**src/rtl/ps1_clock_pkg.sv**
```systemverilog
// Shared definitions for the serial Unix-timestamp receiver: FSM states and
// epoch constants.
package ps1_clock_pkg;

  typedef enum logic [1:0] {
    IDLE  = 2'd0,
    SHIFT = 2'd1,
    CHECK = 2'd2
  } state_t;

  localparam int unsigned SECONDS_PER_DAY = 86400;

  // 2020-01-01 00:00:00 UTC expressed as Unix seconds.
  localparam logic [63:0] DEFAULT_EPOCH_OFFSET = 64'(18262) * 64'(SECONDS_PER_DAY);

endpackage

```
**src/rtl/sync2.sv**
```systemverilog
// Two-flop synchroniser for one asynchronous input; INIT is the idle level
// forced while reset is high.
module sync2 #(
  parameter logic INIT = 1'b0
) (
  input  logic clk,
  input  logic reset,
  input  logic d,
  output logic q
);

  logic meta;

  always_ff @(posedge clk) begin
    if (reset) begin
      meta <= INIT;
      q    <= INIT;
    end else begin
      meta <= d;
      q    <= meta;
    end
  end

endmodule

```
**src/rtl/unix_ts_receiver.sv**
```systemverilog
// Receives a serial Unix timestamp frame, rebases it to a local epoch plus
// timezone offset, and then keeps it running from a 1 Hz strobe.
module unix_ts_receiver
  import ps1_clock_pkg::*;
#(
  parameter int          TS_WIDTH     = 32,
  parameter int          OUT_WIDTH    = 28,
  parameter logic [63:0] EPOCH_OFFSET = DEFAULT_EPOCH_OFFSET,
  parameter bit          LSB_FIRST    = 1'b1
) (
  input  logic                 clk,
  input  logic                 reset,
  input  logic                 unix_sclk,
  input  logic                 unix_data,
  input  logic                 unix_cs_n,
  input  logic                 tick_1hz,
  input  logic signed [17:0]   tz_offset,
  output logic [OUT_WIDTH-1:0] t,
  output logic                 t_valid,
  output logic                 load_pulse,
  output logic                 frame_err
);

  localparam int CNT_W = $clog2(TS_WIDTH + 2);
  localparam logic [CNT_W-1:0] CNT_FULL = CNT_W'(TS_WIDTH);
  localparam logic [CNT_W-1:0] CNT_SAT  = CNT_W'(TS_WIDTH + 1);

  state_t state, state_next;

  logic sclk_s, data_s, cs_s;
  logic sclk_d, cs_d;
  logic sclk_rise, cs_fall, cs_rise;

  logic [TS_WIDTH-1:0] shreg;
  logic [CNT_W-1:0]    cnt;

  logic signed [65:0] base;
  logic               accept, base_neg, base_ovf;

  sync2 #(.INIT(1'b0)) u_sync_sclk (.clk(clk), .reset(reset), .d(unix_sclk), .q(sclk_s));
  sync2 #(.INIT(1'b0)) u_sync_data (.clk(clk), .reset(reset), .d(unix_data), .q(data_s));
  sync2 #(.INIT(1'b1)) u_sync_cs   (.clk(clk), .reset(reset), .d(unix_cs_n), .q(cs_s));

  assign sclk_rise = sclk_s & ~sclk_d;
  assign cs_fall   = ~cs_s & cs_d;
  assign cs_rise   = cs_s & ~cs_d;

  // Wide enough that no timestamp/offset combination can wrap before clamping.
  assign base = $signed({2'b00, 64'(shreg)})
              - $signed({2'b00, EPOCH_OFFSET})
              + $signed({{48{tz_offset[17]}}, tz_offset});

  assign accept   = (cnt == CNT_FULL) && (64'(shreg) >= EPOCH_OFFSET);
  assign base_neg = base[65];
  assign base_ovf = !base[65] && (|base[64:OUT_WIDTH]);

  always_ff @(posedge clk) begin
    if (reset) state <= IDLE;
    else       state <= state_next;
  end

  always_comb begin
    state_next = state;
    case (state)
      IDLE:    if (cs_fall) state_next = SHIFT;
      SHIFT:   if (cs_rise) state_next = CHECK;
      CHECK:   state_next = IDLE;
      default: state_next = IDLE;
    endcase
  end

  always_ff @(posedge clk) begin
    if (reset) begin
      sclk_d     <= 1'b0;
      cs_d       <= 1'b1;
      shreg      <= '0;
      cnt        <= '0;
      t          <= '0;
      t_valid    <= 1'b0;
      load_pulse <= 1'b0;
      frame_err  <= 1'b0;
    end else begin
      sclk_d     <= sclk_s;
      cs_d       <= cs_s;
      load_pulse <= 1'b0;
      frame_err  <= 1'b0;

      // A load in CHECK is assigned later in this block, so it overrides the tick.
      if (tick_1hz && t_valid) t <= t + OUT_WIDTH'(1);

      case (state)
        IDLE: begin
          if (cs_fall) begin
            shreg <= '0;
            cnt   <= '0;
          end
        end
        SHIFT: begin
          if (sclk_rise) begin
            if (cnt < CNT_FULL) begin
              if (LSB_FIRST) shreg <= {data_s, shreg[TS_WIDTH-1:1]};
              else           shreg <= {shreg[TS_WIDTH-2:0], data_s};
            end
            if (cnt != CNT_SAT) cnt <= cnt + CNT_W'(1);
          end
        end
        CHECK: begin
          if (accept) begin
            load_pulse <= 1'b1;
            t_valid    <= 1'b1;
            frame_err  <= base_ovf;
            if (base_neg)      t <= '0;
            else if (base_ovf) t <= '1;
            else               t <= base[OUT_WIDTH-1:0];
          end else begin
            frame_err <= 1'b1;
          end
        end
        default: ;
      endcase
    end
  end

endmodule

```
**config.mk**
```make
export PLATFORM = sky130hd
export DESIGN_NAME = unix_ts_receiver
export DESIGN_NICKNAME = d
export VERILOG_FILES = /design/src/rtl/ps1_clock_pkg.sv /design/src/rtl/sync2.sv /design/src/rtl/unix_ts_receiver.sv
export SDC_FILE = /design/constraint.sdc
export NUM_CORES = 1
export LEC_CHECK = 0
export BUFFER_PORTS_ARGS = -buffer_cell sky130_fd_sc_hd__buf_2
export CAP_MARGIN = 20
export CORE_MARGIN = 4
export CORE_UTILIZATION = 45
export CTS_BUF_LIST = sky130_fd_sc_hd__clkbuf_4
export DETAILED_ROUTE_END_ITERATION = 7
export PLACE_DENSITY_LB_ADDON = 0.3
export SLEW_MARGIN = 10
export SYNTH_ARGS = -nofsm -noshare
export SYNTH_HDL_FRONTEND = slang
export SYNTH_SLANG_ARGS = --single-unit
```
**constraint.sdc**
```tcl
create_clock -name clk -period 5.54 [get_ports clk]
set_clock_uncertainty 0.1 [all_clocks]
set_input_delay 0.554 -clock clk [delete_from_list [all_inputs] [get_ports clk]]
set_output_delay 0.554 -clock clk [all_outputs]
set_load 0.01 [all_outputs]
```
==> out/results.ini <==
[global_routing]
grt_pass1_vias=5200
grt_max_degree=52
antenna_found_initial=0
grt_usage_pct=20.2
grt_pass1_wl_um=25100
grt_overflow_total=0

[sta]
worstMarginPinSlew_ns=1.05
slew-limit-headroom_pct=29.8
hold_viol=0
tns_ns=0
drv_slew=0
finalSetupViolations=0
period_minus_slack_ns=4.77
fin_crit_sh_pct=86.1
setup_ws_ns=0.772
rsz0062_at_grt=no
timing.fmax_mhz=210

[synthesis]
ys_seq_area_share_pct=26.5
synthDistinctLibCells=64
synth_common_cells=83 x nand2_1, 79 x dfxtp_1, 78 x a21oi_1
async_reset_ff_share_pct=0
synth_top_area_share_pct=26.5
ys_warn_count=0
synth_top_area_cell=dfxtp_1
synth_area_sq_mm=0.00596
avgSynthCellArea_sq_um=7.74
ys_seq_elements=79
synth_fp_nets=836
synth_edf_count=0
synth-main-ff-cell=dfxtp_1
yosys-top-cells-area=dfxtp_1 27%, ha_1 8.6%, xnor2_1 6.6%
syn_inst=770
yosysMostFrequentCell=nand2_1

[worst_setup_path]
critPathMaxStageDelay_ns=0.48
path_cells=nor3_1 > a21oi_1 > o21a_1 > or3_1 > nand4_1 > xnor2_1 > ha_1 > nand3_1 > nor4_2 > a21boi_1 > a221o_1 > a41oi_2 > o21ba_2 > o21ai_1 > a41oi_1
cp.arrival_ns=5.02
worstSetupStartpointType=flop
worstPathBufferInverterCount=0
cp.required_ns=5.79
crit_slowest_cell=ha_1
cp-end-kind=flop
crit_fanout=26
critical_path_class=reg2reg
crit_family=compound AO/OA/AOI/OAI gates

[floorplan]
row_count=41
die_height_um=123
dieWidth_um=123
initial_core_util_pct=46.6
ios=55
fp.coreArea_sq_mm=0.0128
dieArea_sq_mm=0.0151

[routing]
drc_errors=0
antenna_left=0
avgViaCountPerCell=5.88
wl_um=15500
num_vias=5727
drt_iter0_markers=465
wl_per_cell_um=15.9
dr.pass1.iters=5

[pwr]
power_frac_comb_pct=15.9
ir_worst_vdd_v=0.000152
power.share.clock_pct=29.9
p_sw_share_pct=31.2
leakagePower_nw=2.44
p_int_mw=0.727
p_switching_mw=0.330
power.density_mw_per_mm2=165
seqPwrFrac_pct=54.2

[worst_hold_path]
min_path_type=in2reg

[clock_tree]
root_buffer=clkbuf_4
cts_tree=yes
cts_setup_buffers=0
clk_pin_slew_ns=0.14
clock_path_buffers=2
cts_resized=0
cts.sinks=79
htreeDepth=3
insertion_delay_ns=0.44
cts_buffers=9
cts_hold_buf=0

[final_layout]
final_nets=863
area_delta_synth_final_pct=7.77
drive_gt1_share_pct=11.6
diodes=0

[run_status]
status=finished clean

[place]
portBuffers=54
gp_congestion=0.917
pre_cts_ws_ns=0.870
hpwl_um=12000

[job]
cap_violations=0

path summary, 6_finish.rpt:
kind / slack, ns / depth (start not counted) / to / start
max: 0.77 / 15 / t[2] / shreg[10]
min: 0.18 / 2 / u_sync_cs.meta / unix_cs_n
max reg2reg: 0.77 / 15 / t[2] / shreg[10]
min reg2reg: 0.33 / 1 / u_sync_cs.q / u_sync_cs.meta
layout make-up:
class | count | area (sq um)
fillers | 1225 | 6350
multi-input cells | 635 | 4150
flip-flops and latches | 79 | 1580
repair buffers | 58 | 300
well taps | 172 | 215
clock buffers | 9 | 67.6
clock inverters | 7 | 56.3
inverters | 14 | 52.6
cell usage in the layout, fill, tap and decap left out, types with 6 or more instances in the layout:
cell      Yosys  layout
nand2_1      83      83
o21a_1        9       9
a21oi_1      78      77
nor2b_1      11      11
xor2_1       31      31
dfxtp_1      79      79
clkbuf_4      0       9
or3_1         6       6
o211ai_1      8       8
ha_1         41      41
nor2_1       48      47
and4_1        8       8
inv_1        14      14
a21o_1       17      17
o21ai_0      17      17
and3_1        8       8
xnor2_1      45      45
a31oi_1      18      18
and2_1        7       7
nand3_1      56      56
nand2b_1      9       9
o21ai_1      35      35
buf_2         9      54
nand4_1      12      12
a41oi_1      19      19
nor3_1       12      12
flip-flops by register name, summed over array words and instances (netlist names):
name              flops
cnt                   6
cs_d                  1
frame_err             1
load_pulse            1
sclk_d                1
shreg                32
state                 2
t                    28
t_valid               1
u_sync_cs.meta        1
u_sync_cs.q           1
u_sync_data.meta      1
u_sync_data.q         1
u_sync_sclk.meta      1
u_sync_sclk.q         1
metrics by stage:
step	hold slack, ns	cells	instance area [sq um]	power (mW)	utilization (%)
global route	0.165	974	6420	1.11	50.3
CTS	0.157	974	6420	1.07	50.3
finish	0.183	974	6420	1.06	50.3
floorplan	0.289	770	5960	0.707	-
detailed placement	0.298	958	6300	0.751	49.3
global placement	0.303	958	6300	0.749	49.3
power by group through the flow:
stage / combinational, mW / clock, mW / sequential [mW]
2_1_floorplan: 0.123 / 0 / 0.585
3_3_place_gp: 0.164 / 0 / 0.585
3_5_place_dp: 0.166 / 0 / 0.585
4_1_cts: 0.166 / 0.327 / 0.573
5_1_grt: 0.185 / 0.348 / 0.573
6_report: 0.169 / 0.316 / 0.573
per-layer routing:
metal | global-route usage, % | wire, um
met5 | 0 | 0
met4 | 5.47 | 321
met3 | 3.39 | 704
met2 | 32.5 | 6980
met1 | 28.1 | 7510
cell families (layout without fill, tap and decap cells):
group	after synthesis	after routing	synth area share, %
AOI/OAI and AO/OA	234	234	25.4
xor gates and xnor gates	76	76	11.2
adders and majority gates	42	42	8.95
buffers and inverters	56	88	4.16
DFF	79	79	26.5
muxes	3	3	0.525
and+or+nand+nor	280	280	23.3
No activity file was read; power rests on OpenSTA's default activity.
